**config.mk**
```make
export PLATFORM = sky130hd
export DESIGN_NAME = ram_burst_reader_flat
export DESIGN_NICKNAME = d
export VERILOG_FILES = /design/src/rtl/ram_burst_reader_if.sv /design/src/rtl/ram_burst_reader.sv /design/src/flat_wrapper.sv
export SDC_FILE = /design/constraint.sdc
export NUM_CORES = 1
export LEC_CHECK = 0
export CORE_MARGIN = 1.5
export CORE_UTILIZATION = 40
export DETAILED_ROUTE_END_ITERATION = 7
export PLACE_DENSITY_LB_ADDON = 0.08
export SLEW_MARGIN = 15
export SYNTH_ARGS = -nofsm -noshare
export SYNTH_HDL_FRONTEND = slang
export SYNTH_SLANG_ARGS = --single-unit
```
**constraint.sdc**
```tcl
create_clock -name clk -period 3.25 [get_ports clk]
set_clock_uncertainty 0.05 [all_clocks]
set_input_delay 0.4875 -clock clk [delete_from_list [all_inputs] [get_ports clk]]
set_output_delay 0.4875 -clock clk [all_outputs]
set_load 0.05 [all_outputs]
```
**src/rtl/ram_burst_reader_if.sv**
```systemverilog
// Bus bundle for ram_burst_reader: control, RAM read port, output stream and debug state.
// Stream handshake: a word moves on a rising clk edge where valid & ready are both 1;
// the reader holds data/last steady while valid=1 and ready=0, and never drops valid without a transfer.
interface ram_burst_reader_if #(
    parameter int DATA_WIDTH = 32,
    parameter int ADDR_WIDTH = 9
);
    logic                  start;
    logic [ADDR_WIDTH-1:0] base_addr;
    logic [ADDR_WIDTH:0]   len;
    logic                  busy;
    logic                  done;
    logic [ADDR_WIDTH-1:0] ram_addr;
    logic                  ram_rd_en;
    logic [DATA_WIDTH-1:0] ram_rd_data;
    logic                  ram_rd_ack;
    logic [DATA_WIDTH-1:0] data;
    logic                  valid;
    logic                  ready;
    logic                  last;
    logic [31:0]           perf_stall;
    logic [1:0]            dbg_state;

    modport master (
        input  start, base_addr, len, ram_rd_data, ram_rd_ack, ready,
        output busy, done, ram_addr, ram_rd_en, data, valid, last, perf_stall, dbg_state
    );

    modport slave (
        output start, base_addr, len, ram_rd_data, ram_rd_ack, ready,
        input  busy, done, ram_addr, ram_rd_en, data, valid, last, perf_stall, dbg_state
    );
endinterface

```
**src/rtl/ram_burst_reader.sv**
```systemverilog
// Burst read engine: streams len words from base out of a 1-cycle-latency RAM port through a
// credit-limited skid FIFO. Define RAM_BURST_READER_PERF_EN to build the backpressure stall counter.
module ram_burst_reader #(
    parameter int DATA_WIDTH = 32,
    parameter int RAM_DEPTH  = 512,
    parameter int FIFO_DEPTH = 4
) (
    input logic                clk,
    input logic                rst_n,
    ram_burst_reader_if.master bus
);
    localparam int ADDR_WIDTH = $clog2(RAM_DEPTH);
    localparam int LEN_WIDTH  = ADDR_WIDTH + 1;
    localparam int PTR_WIDTH  = $clog2(FIFO_DEPTH);
    localparam int CNT_WIDTH  = PTR_WIDTH + 1;
    localparam int OCC_WIDTH  = CNT_WIDTH + 1;
    localparam logic [CNT_WIDTH-1:0]  DEPTH_CNT = CNT_WIDTH'(FIFO_DEPTH);
    localparam logic [OCC_WIDTH-1:0]  DEPTH_OCC = OCC_WIDTH'(FIFO_DEPTH);
    localparam logic [ADDR_WIDTH-1:0] ADDR_LAST = ADDR_WIDTH'(RAM_DEPTH - 1);

    typedef enum logic [1:0] {
        IDLE  = 2'd0,
        ISSUE = 2'd1,
        DRAIN = 2'd2
    } state_t;

    state_t                state;
    logic [LEN_WIDTH-1:0]  len_q;
    logic [LEN_WIDTH-1:0]  issued;
    logic [LEN_WIDTH-1:0]  accepted;
    logic [ADDR_WIDTH-1:0] addr_q;
    logic                  rd_en_q;
    logic                  done_q;
    logic [DATA_WIDTH-1:0] fifo_mem [FIFO_DEPTH];
    logic [PTR_WIDTH-1:0]  wr_ptr;
    logic [PTR_WIDTH-1:0]  rd_ptr;
    logic [CNT_WIDTH-1:0]  count;

    logic                  valid;
    logic                  push;
    logic                  pop;
    logic                  last_accept;
    logic [CNT_WIDTH-1:0]  count_next;
    logic [LEN_WIDTH-1:0]  issued_next;
    logic [OCC_WIDTH-1:0]  occ_next;
    logic [ADDR_WIDTH-1:0] addr_next;

    // Read enable is registered, so credit is judged on next-cycle occupancy:
    // FIFO contents after this edge plus the read currently on the RAM port.
    always_comb begin
        valid       = (count != '0);
        pop         = valid & bus.ready;
        push        = bus.ram_rd_ack & (state != IDLE);
        last_accept = pop & (accepted == len_q - LEN_WIDTH'(1));
        count_next  = count + CNT_WIDTH'(push) - CNT_WIDTH'(pop);
        issued_next = issued + LEN_WIDTH'(rd_en_q);
        occ_next    = {1'b0, count_next} + OCC_WIDTH'(rd_en_q);
        addr_next   = (addr_q == ADDR_LAST) ? '0 : addr_q + ADDR_WIDTH'(1);
    end

    always_ff @(posedge clk or negedge rst_n) begin
        if (!rst_n) begin
            state    <= IDLE;
            len_q    <= '0;
            issued   <= '0;
            accepted <= '0;
            addr_q   <= '0;
            rd_en_q  <= 1'b0;
            done_q   <= 1'b0;
            wr_ptr   <= '0;
            rd_ptr   <= '0;
            count    <= '0;
        end else begin
            done_q <= 1'b0;
            count  <= count_next;
            if (push) wr_ptr <= wr_ptr + PTR_WIDTH'(1);
            if (pop) begin
                rd_ptr   <= rd_ptr + PTR_WIDTH'(1);
                accepted <= accepted + LEN_WIDTH'(1);
            end
            case (state)
                IDLE: begin
                    rd_en_q <= 1'b0;
                    if (bus.start) begin
                        if (bus.len != '0) begin
                            state    <= ISSUE;
                            len_q    <= bus.len;
                            issued   <= '0;
                            accepted <= '0;
                            addr_q   <= bus.base_addr;
                            rd_en_q  <= 1'b1;
                        end else begin
                            done_q <= 1'b1;
                        end
                    end
                end
                ISSUE: begin
                    issued  <= issued_next;
                    if (rd_en_q) addr_q <= addr_next;
                    rd_en_q <= (issued_next < len_q) && (occ_next < DEPTH_OCC);
                    if (last_accept) begin
                        state   <= IDLE;
                        rd_en_q <= 1'b0;
                        done_q  <= 1'b1;
                    end else if (issued == len_q) begin
                        state <= DRAIN;
                    end
                end
                DRAIN: begin
                    rd_en_q <= 1'b0;
                    if (last_accept) begin
                        state  <= IDLE;
                        done_q <= 1'b1;
                    end
                end
                default: begin
                    state   <= IDLE;
                    rd_en_q <= 1'b0;
                end
            endcase
        end
    end

    always_ff @(posedge clk) begin
        if (push) fifo_mem[wr_ptr] <= bus.ram_rd_data;
    end

    // Credit accounting must make this impossible.
    assert property (@(posedge clk) disable iff (!rst_n) !(push && (count == DEPTH_CNT)));

`ifdef RAM_BURST_READER_PERF_EN
    logic [31:0] stall_cnt;

    always_ff @(posedge clk or negedge rst_n) begin
        if (!rst_n) begin
            stall_cnt <= '0;
        end else if ((state == IDLE) && bus.start) begin
            stall_cnt <= '0;
        end else if (valid && !bus.ready && (stall_cnt != 32'hFFFF_FFFF)) begin
            stall_cnt <= stall_cnt + 32'd1;
        end
    end

    assign bus.perf_stall = stall_cnt;
`else
    assign bus.perf_stall = '0;
`endif

    // Data is gated so the stream bus reads zero whenever nothing is offered.
    assign bus.data      = valid ? fifo_mem[rd_ptr] : '0;
    assign bus.valid     = valid;
    assign bus.last      = valid & (accepted == len_q - LEN_WIDTH'(1));
    assign bus.busy      = (state != IDLE);
    assign bus.done      = done_q;
    assign bus.ram_addr  = addr_q;
    assign bus.ram_rd_en = rd_en_q;
    assign bus.dbg_state = state;
endmodule

```
**src/flat_wrapper.sv**
```systemverilog
// flat-port wrapper written by rule: the top's interface ports become plain ports
module ram_burst_reader_flat 
#(
    parameter int DATA_WIDTH = 32,
    parameter int RAM_DEPTH  = 512,
    parameter int FIFO_DEPTH = 4
)
  (clk, rst_n, bus_start, bus_base_addr, bus_len, bus_ram_rd_data, bus_ram_rd_ack, bus_ready, bus_busy, bus_done, bus_ram_addr, bus_ram_rd_en, bus_data, bus_valid, bus_last, bus_perf_stall, bus_dbg_state);
  ram_burst_reader_if #(.DATA_WIDTH(DATA_WIDTH), .ADDR_WIDTH((9))) bus_i ();
  input logic clk;
  input logic rst_n;
  input wire logic [$bits(bus_i.start)-1:0] bus_start;
  input wire logic [$bits(bus_i.base_addr)-1:0] bus_base_addr;
  input wire logic [$bits(bus_i.len)-1:0] bus_len;
  input wire logic [$bits(bus_i.ram_rd_data)-1:0] bus_ram_rd_data;
  input wire logic [$bits(bus_i.ram_rd_ack)-1:0] bus_ram_rd_ack;
  input wire logic [$bits(bus_i.ready)-1:0] bus_ready;
  output wire logic [$bits(bus_i.busy)-1:0] bus_busy;
  output wire logic [$bits(bus_i.done)-1:0] bus_done;
  output wire logic [$bits(bus_i.ram_addr)-1:0] bus_ram_addr;
  output wire logic [$bits(bus_i.ram_rd_en)-1:0] bus_ram_rd_en;
  output wire logic [$bits(bus_i.data)-1:0] bus_data;
  output wire logic [$bits(bus_i.valid)-1:0] bus_valid;
  output wire logic [$bits(bus_i.last)-1:0] bus_last;
  output wire logic [$bits(bus_i.perf_stall)-1:0] bus_perf_stall;
  output wire logic [$bits(bus_i.dbg_state)-1:0] bus_dbg_state;
  assign bus_i.start = bus_start;
  assign bus_i.base_addr = bus_base_addr;
  assign bus_i.len = bus_len;
  assign bus_i.ram_rd_data = bus_ram_rd_data;
  assign bus_i.ram_rd_ack = bus_ram_rd_ack;
  assign bus_i.ready = bus_ready;
  assign bus_busy = bus_i.busy;
  assign bus_done = bus_i.done;
  assign bus_ram_addr = bus_i.ram_addr;
  assign bus_ram_rd_en = bus_i.ram_rd_en;
  assign bus_data = bus_i.data;
  assign bus_valid = bus_i.valid;
  assign bus_last = bus_i.last;
  assign bus_perf_stall = bus_i.perf_stall;
  assign bus_dbg_state = bus_i.dbg_state;
  ram_burst_reader #(.DATA_WIDTH(DATA_WIDTH), .RAM_DEPTH(RAM_DEPTH), .FIFO_DEPTH(FIFO_DEPTH)) u_core (.clk(clk), .rst_n(rst_n), .bus(bus_i));
endmodule
```
==> results of run 1 <==
[registers in the layout, summed over array words and instances, names as in the netlist]
signal                count
u_core.fifo_mem         128
u_core.wr_ptr             2
u_core.count              3
u_core.rd_ptr             2
u_core.len_q             10
u_core.accepted          10
u_core.bus.done           1
u_core.issued            10
u_core.bus.ram_addr       9
u_core.bus.ram_rd_en      1
u_core.bus.dbg_state      2
[synthesized netlist by cell type, types with 5 or more instances]
master	count	area share [%]
a21oi_1	11	0.65
a32o_1	6	0.71
clkbuf_1	20	0.89
xnor2_1	17	1.8
nor2_1	34	1.5
nor2b_1	6	0.45
buf_4	32	2.9
edfxtp_1	128	46
ha_1	25	3.7
inv_1	27	1.2
nand4_1	5	0.37
nand2_1	32	1.4
nand3_1	19	1.1
dfrtp_1	50	15
nor4_1	6	0.45
buf_2	7	0.42
mux4_2	32	8.6
xor2_1	25	2.6
and2_1	37	2.7
o21ai_0	28	1.7
and3_1	5	0.37
[path summary, 6_finish.rpt]
path,to,from,slack [ns]
max in group asynchronous,u_core.len_q[0]$_DFFE_PN0P_,rst_n,2.27
setup reg to reg,u_core.bus.ram_rd_en$_DFF_PN0_,u_core.bus.ram_rd_en$_DFF_PN0_,0.61
setup / recovery,bus_last,u_core.len_q[0]$_DFFE_PN0P_,0.14
min in group clk,u_core.rd_ptr[0]$_DFFE_PN0P_,u_core.rd_ptr[0]$_DFFE_PN0P_,0.45
hold / removal,u_core.bus.dbg_state[0]$_DFFE_PN0P_,rst_n,0.11
hold reg to reg,u_core.rd_ptr[0]$_DFFE_PN0P_,u_core.rd_ptr[0]$_DFFE_PN0P_,0.45
[metal layers]
metal  GRT usage [%]  wire (µm)  vias up
met5               0          0        -
met4            5.15        142        0
met1            22.4       8000     2603
met3            3.80        882       10
li1                -          -     2396
met2            28.2       8980      140
[kinds of logic (layout without fill, tap and decap cells)]
group	after synthesis	in the layout
flip-flops	178	178
AND/OR/NAND/NOR	161	161
AO/OA/AOI/OAI	78	78
other	1	33
buffers and inverters	88	177
adder cells (fa/ha/maj)	26	26
XOR/XNOR	43	43
multiplexers	34	34
[repair_timing]
item | in CTS | in global routing
gates cloned | 0 | 0
setup endpoints to repair | 1 | 1
gates resized for setup | 2 | 4
[where the power goes]
part | switching (mW) | internal (mW) | total (mW) | leakage [nW]
combinational | 3.20 | 2.49 | 5.69 | 1.95
clock | 0.855 | 1.05 | 1.91 | 0.262
sequential | 0.353 | 2.88 | 3.23 | 1.80
total | 4.40 | 6.42 | 10.8 | 4.01
[cell type report]
cell class	instances	area, µm²	area share (%)
multi-input cells	374	3030	28.6
clock inverters	12	110	1.04
repair buffers	120	1500	14.1
flip-flops and latches	178	5100	48.1
diodes	1	2.50	0.0236
well taps	270	338	3.19
inverters	27	101	0.956
clock buffers	18	429	4.05
[through the flow]
stage | total power, mW | util (%) | area [µm²] | std cells
floorplan | 6.72 | - | 8550 | 640
global placement | 8.89 | 49.1 | 10000 | 969
detailed placement | 8.97 | 49.1 | 10000 | 969
CTS | 10.9 | 51.8 | 10600 | 999
global route | 11.4 | 51.9 | 10600 | 999
finish | 10.8 | 51.9 | 10600 | 1000
[worst reg2reg max path, cell delays in order, from the launching register on]
cell and delay (ns):
dfrtp_1 0.44, ha_1 0.24, ha_1 0.25, nand3_1 0.16, xnor2_1 0.26, ha_1 0.29
a21o_1 0.19, a211oi_1 0.24, a21oi_1 0.13, o211ai_1 0.20, a21o_1 0.13
==> results.cfg, run 1 <==
[logic_synthesis]
synth_edf_count = 128
seq_area_frac_synth_pct = 60.5
ys_ff_latch = 178
synth.avg_cell_area_um2 = 13.8
synth_warnings = 0
netlist_area_um2 = 8430
async_reset_ff_share_pct = 28.1
synth_xor_area_share_pct = 4.56
synth_compound_area_share_pct = 6.26
synthMuxAreaShare_pct = 8.79
synth_cell_types = 56
ys.flop_type = edfxtp_1
synth_top_family_by_area = simple AND/OR/NAND/NOR gates
synth-simple-area-share_pct = 10.3
netlist_instances = 609
synthAdderAreaFrac_pct = 3.95

[sta]
finalSetupTns_ns = 0
max_freq_ghz = 0.322
whs_ns = 0.113
rsz0062_at_grt = false
tightestPinTransition_ns = 0.844
hold_viol_final = 0
slew_headroom_pct = 43.7
slew_violations = 0
finalWorstSetupSlack_ns = 0.141
finalSetupViolations = 0
finalCritPeriodShare_pct = 95.7
finalCriticalPeriod_ns = 3.11

[drt]
via_count = 5149
drt_first_pass_iters = 5
routed_wl_mm = 18.0
avgRoutedWirePerCell_um = 18.0
vias_per_cell = 5.15
ant_nets = 0
drc = 0
dr.first_iter.drc_count = 270

[clocking]
cts_buffers = 17
cts-root-buf = clkbuf_16
insertion_delay_ns = 0.42
cts_tree = done
clk_path_buf_depth = 2
cts_setup_buffers = 0
hold_buffers = 0
cts.sinks = 178
clk_pin_slew_worst_paths_ns = 0.07
cts_max_level = 4

[global_routing]
grt_pass1_vias = 5321
grtUsageTotal_pct = 17.0
grt_max_degree = 36
grt_overflow = 0
antenna_found_initial = 0
grt_pass1_wl_mm = 28.7

[placed_design]
place_congestion = 0.821
io_buffer_count = 103
dp_slack_ns = 0.192
place_hpwl_mm = 12.5

[floorplanning]
initial_core_util_pct = 41.3
io_pins = 136
fp.dieW_um = 148
core_um2 = 20400
die_h_um = 148
die_area_um2 = 21900
rows = 52

[worst_setup_path]
crit_cells = 6
critPathRequiredTime_ns = 2.71
path_cells = or3_1 > xnor2_2 > nor4_1 > a311oi_2 > nor4b_4 > buf_12
crit_type = reg -> out
critPathTopFamily = simple AND/OR/NAND/NOR gates
critPathLaunchType = flip-flop
worstPathArrival_ns = 2.57
end_kind = output pin
crit_fanout = 7
path_buf_inv = 1
reg2regPathDepth = 10
critPathMaxStageDelay_ns = 0.52
slowest_stage = or3_1

[run_status]
status = finished clean

[cells_and_area]
nets = 800
layout_commonest_cell = edfxtp_1
nFillCells = 1788
area_delta_synth_final_pct = 25.8
drive_gt1_share_pct = 18.0
final_cell_mix = edfxtp_1 (128), clkdlybuf4s50_1 (69), dfrtp_1 (48)

[worst_hold_path]
hold_class = in -> async

[flow_run]
max_cap_violations = 0

[power]
power.density_nw_per_um2 = 1020
vdd_drop_max_v = 0.000470
cellLeakagePower_nw = 4.01
Note: power is estimated with default switching activity, not from simulation.
==> run 2: changes to the inputs <==
--- a/config.mk
+++ b/config.mk
@@ -8,6 +8,7 @@
 export CORE_MARGIN = 1.5
 export CORE_UTILIZATION = 40
 export DETAILED_ROUTE_END_ITERATION = 7
+export MAX_ROUTING_LAYER = met4
 export PLACE_DENSITY_LB_ADDON = 0.08
 export SLEW_MARGIN = 15
 export SYNTH_ARGS = -nofsm -noshare
==> constraint.sdc (replaced) <==
create_clock -name clk -period 3.25 [get_ports clk]
set_clock_uncertainty 0.05 [all_clocks]
set_input_delay 0.65 -clock clk [delete_from_list [all_inputs] [get_ports clk]]
set_output_delay 0.65 -clock clk [all_outputs]
set_load 0.05 [all_outputs]
==> results.cfg, run 2 (synthesized netlist as in run 1, its figures left out) <==
[sta]
finalCriticalPeriod_ns = 3.19
hold_viol_final = 0
finalCritPeriodShare_pct = 98.0
slew_headroom_pct = 50.1
rsz0062_at_grt = false
slew_violations = 0
finalWorstSetupSlack_ns = 0.0643
max_freq_ghz = 0.314
finalSetupViolations = 0
finalSetupTns_ns = 0
tightestPinTransition_ns = 0.748

[worst_setup_path]
regToRegStartpoint = u_core.count[2]$_DFF_PN0_
critPathLaunchType = flip-flop
worstPathArrival_ns = 2.49
r2r-end = u_core.bus.ram_rd_en$_DFF_PN0_
reg2regPathDepth = 12
path_cells = or3_4 > nor4b_1 > a31oi_1 > and3_4 > nor4b_4 > buf_12
slowest_stage = dfrtp_2
critPathRequiredTime_ns = 2.55
crit_fanout = 8
critPathMaxStageDelay_ns = 0.50
end_kind = output pin
rrSetupSlack_ns = 0.60
crit_type = reg -> out

[clocking]
cts_max_level = 4
cts.sinks = 178
cts-root-buf = clkbuf_16
cts_buffers = 17
cts_tree = done
clk_path_buf_depth = 2
insertion_delay_ns = 0.43
clk_pin_slew_worst_paths_ns = 0.07

[flow_run]
max_cap_violations = 0

[drt]
avgRoutedWirePerCell_um = 17.9
drc = 0
ant_nets = 0
via_count = 5090
drt_first_pass_iters = 5
vias_per_cell = 5.02
dr.first_iter.drc_count = 222
routed_wl_mm = 18.1

[cells_and_area]
final_cell_mix = edfxtp_1 (128), clkdlybuf4s50_1 (68), buf_4 (61)
largest_reg_flops = 128
area_delta_synth_final_pct = 22.1
drive_gt1_share_pct = 20.8
design_area_um2 = 10300
layout_commonest_cell = edfxtp_1
regMostFlops = u_core.fifo_mem
nets = 811

[floorplanning]
initial_core_util_pct = 41.3
fp.dieW_um = 148
io_pins = 136
core_um2 = 20400
rows = 52
die_area_um2 = 21900
die_h_um = 148

[power]
clockPowerShare_pct = 19.0
cellLeakagePower_nw = 3.91
internal_power_mw = 5.75
netSwitchingPower_mw = 4.31
p_sw_share_pct = 42.9
seqPwrFrac_pct = 32.6
vdd_drop_max_v = 0.000450
power.density_nw_per_um2 = 977
power_frac_comb_pct = 48.4

[global_routing]
grt_pass1_vias = 5223
grt_overflow = 0
antenna_found_initial = 1
grt_max_degree = 34
grt_pass1_wl_mm = 28.5
grtUsageTotal_pct = 17.7

[run_status]
status = finished clean

[placed_design]
place_hpwl_mm = 12.5
io_buffer_count = 103
dpl-instance-area_um2 = 9660
place_congestion = 0.853
dp_slack_ns = -0.0577

[worst_hold_path]
hold_class = in -> async
-- run 2: changes by cell type in the layout (fill, tap and decap cells not counted), sizes merged --
cell	change
clkdlybuf4s50	-1
bufinv	-1
clkinvlp	+5
buf	+12
clkinv	-4
clkbuf	+2
-- run 2: worst max-delay path: cells and delay by family, from the launching register on --
kind | cells | cell delay (ns)
AOI/OAI and AO/OA | 1 | 0.07
DFF | 1 | 0.50
and+or+nand+nor | 4 | 1.30
buffers and inverters | 1 | 0.18
-- run 2: power by group through the flow --
stage / clock [mW] / combinational, mW / sequential [mW]
detailed placement: 0 / 4.80 / 3.32
global route: 2.02 / 5.23 / 3.34
CTS: 1.95 / 4.88 / 3.27
floorplan: 0 / 3.39 / 3.34
finish: 1.91 / 4.87 / 3.28
global placement: 0 / 4.79 / 3.31
-- run 2: layer usage --
metal  routed length [µm]  track usage (%)  vias to the layer above
li1                     -                -                     2419
met1                 8400             23.3                     2520
met2                 8680             27.5                      133
met3                  805             3.77                       18
met4                  241             5.59                        0
met5                    0                -                        -
-- run 2: layout make-up --
type / instances / area [µm²]
Tap cell: 270 / 338
Timing Repair Buffer: 131 / 1160
Clock inverter: 12 / 101
Fill cell: 1816 / 10100
Antenna cell: 1 / 2.50
Inverter: 27 / 101
Multi-Input combinational cell: 374 / 3040
Sequential cell: 178 / 5100
Clock buffer: 20 / 447
-- run 2: how the worst max path moves through the flow --
| stage | from | end | depth (start not counted) |
|---|---|---|---|
| after detailed placement | bus_len[1] | u_core.bus.ram_addr[7]$_DFFE_PN0P_ | 7 |
| after CTS | u_core.len_q[2]$_DFFE_PN0P_ | bus_last | 6 |
| after floorplan | u_core.len_q[0]$_DFFE_PN0P_ | bus_last | 9 |
| after global placement | bus_start | u_core.bus.ram_addr[0]$_DFFE_PN0P_ | 7 |
| after global routing | u_core.len_q[3]$_DFFE_PN0P_ | bus_last | 6 |
| final | u_core.len_q[3]$_DFFE_PN0P_ | bus_last | 6 |
-- run 2: through the flow --
step	utilization, %	total power [mW]	instances	hold WS (ns)
after floorplan	-	6.73	640	0.304
after global placement	47.3	8.09	974	0.493
after detailed placement	47.3	8.12	974	0.505
after CTS	50.1	10.1	1008	0.163
after global routing	50.4	10.6	1013	0.192
final	50.4	10.1	1013	0.149
-- run 2: repair_timing --
item | 4_1_cts | 5_1_grt
setup endpoints to repair | 1 | 1
pin swaps | 1 | 2
hold buffers | 0 | 0
buffers inserted | 2 | 4
gates resized for setup | 7 | 7
==> run 3: changes to the inputs <==
--- a/config.mk
+++ b/config.mk
@@ -9,7 +9,7 @@
 export CORE_UTILIZATION = 40
 export DETAILED_ROUTE_END_ITERATION = 7
 export MAX_ROUTING_LAYER = met4
-export PLACE_DENSITY_LB_ADDON = 0.08
+export PLACE_DENSITY = 0.74
 export SLEW_MARGIN = 15
 export SYNTH_ARGS = -nofsm -noshare
 export SYNTH_HDL_FRONTEND = slang
==> results.cfg, run 3 (synthesized netlist as in run 1, its figures left out) <==
[floorplanning]
io_pins = 136
rows = 52
die_h_um = 148
fp.dieW_um = 148
initial_core_util_pct = 41.3
core_um2 = 20400
die_area_um2 = 21900

[placed_design]
io_buffer_count = 103
place_congestion = 0.869
place_hpwl_mm = 11.5
dp_slack_ns = 0.0239
dp_cells = 970

[clocking]
cts.sinks = 178
insertion_delay_ns = 0.43
cts_max_level = 4
cts-root-buf = clkbuf_16
clk_path_buf_depth = 2
clk_pin_slew_worst_paths_ns = 0.08
cts_tree = done
hold_buffers = 0
cts_buffers = 17

[global_routing]
grtUsageTotal_pct = 16.6
antenna_found_initial = 0
busiest_layer = met2
grt_pass1_vias = 5031
use_met1_pct = 20.9
met3_usage_pct = 3.90
use_met2_pct = 26.5
grt_overflow = 0
grt_max_degree = 35
grt_pass1_wl_mm = 26.8

[sta]
finalSetupTns_ns = 0
hold_viol_final = 0
finalWorstSetupSlack_ns = 0.0983
rsz0062_at_grt = false
tightestPinTransition_ns = 0.739
slew_headroom_pct = 50.7
finalCriticalPeriod_ns = 3.15
finalCritPeriodShare_pct = 97.0
max_freq_ghz = 0.317
slew_violations = 0
finalSetupViolations = 0

[worst_setup_path]
critPathLaunchType = flip-flop
crit_type = reg -> out
end_kind = output pin
regToRegStartpoint = u_core.bus.ram_rd_en$_DFF_PN0_
critPathLaunch = u_core.len_q[0]$_DFFE_PN0P_
critPathRequiredTime_ns = 2.55
critPathMaxStageDelay_ns = 0.46
worstPathArrival_ns = 2.45
slowest_stage = dfrtp_2
path_cells = or3_4 > xnor2_2 > nor4_1 > a311oi_2 > nor4b_4 > buf_12
crit_fanout = 7

[flow_run]
max_cap_violations = 0

[drt]
routed_wl_mm = 16.9
vias_per_cell = 5.05
drc = 0
dr.first_iter.drc_count = 263
via_count = 5070
drt_first_pass_iters = 4
avgRoutedWirePerCell_um = 16.8
ant_nets = 0

[power]
power.density_nw_per_um2 = 1020
cellLeakagePower_nw = 4.05
vdd_drop_max_v = 0.000425
finalPower_mw = 10.9

[cells_and_area]
regMostFlops = u_core.fifo_mem
largest_reg_flops = 128
layout_commonest_cell = edfxtp_1
nFillCells = 1692
drive_gt1_share_pct = 19.0
utilization_pct = 52.4
antennaDiodeCount = 0
area_delta_synth_final_pct = 27.1
final_cell_mix = edfxtp_1 (128), clkdlybuf4s50_1 (69), dfrtp_1 (44)
nets = 802
fin_cells = 1003

[worst_hold_path]
hold_class = in -> async

[run_status]
status = finished clean
run 3: changes by cell type in the layout (fill, tap and decap cells not counted), sizes merged:
cell and change:
buf -10, clkbuf -3, clkdlybuf4s50 +1, clkinv +6, clkinvlp -6, diode -1
inv +3
run 3: routing by layer:
layer	share of wire, %	up-vias
li1	-	2413
met1	45	2497
met2	50	135
met3	3.8	25
met4	1.5	0
met5	0	-
run 3: what timing repair did:
action	in CTS	in global routing
cloned	0	0
endpoints found under the setup margin	1	1
gates resized for setup	4	9
pin swaps	0	2
buffers inserted	0	1
run 3: area by class of cell:
class,instances,area (µm²),area share (%)
sequential,178,5100,47.6
clock buffer,17,425,3.97
tap,270,338,3.15
multi-input combinational,374,3030,28.3
inverter,27,101,0.946
timing repair buffer,122,1550,14.5
clock inverter,15,168,1.57
run 3: final timing paths:
check	end	slack, ns	cells past startpoint
hold / removal	u_core.accepted[6]$_DFF_PN0_	0.14	1
hold reg to reg	u_core.rd_ptr[1]$_DFFE_PN0P_	0.43	1
setup / recovery	bus_last	0.1	6
setup reg to reg	u_core.bus.ram_rd_en$_DFF_PN0_	0.60	10
min in group clk	u_core.rd_ptr[1]$_DFFE_PN0P_	0.43	1
max in group asynchronous	u_core.len_q[1]$_DFFE_PN0P_	2.46	2
run 3: metrics by stage:
stage / hold WS (ns) / instance area, µm²
final: 0.138 / 10700
after global routing: 0.168 / 10700
after CTS: 0.137 / 10700
after detailed placement: 0.425 / 10100
after global placement: 0.410 / 10100
after floorplan: 0.304 / 8560
run 3: critical path: cells and delay by family, from the launching register on:
kind            cells  cell delay, ns
flops               1            0.46
simple gates        3            1.08
xor+xnor            1            0.17
buf+inv             1            0.18
compound gates      1            0.13
run 3: where the power goes:
group / switching [mW] / internal, mW / total (mW) / leakage [nW]
Combinational: 3.13 / 2.54 / 5.67 / 1.97
Clock: 0.980 / 1.03 / 2.01 / 0.286
Sequential: 0.371 / 2.88 / 3.25 / 1.80
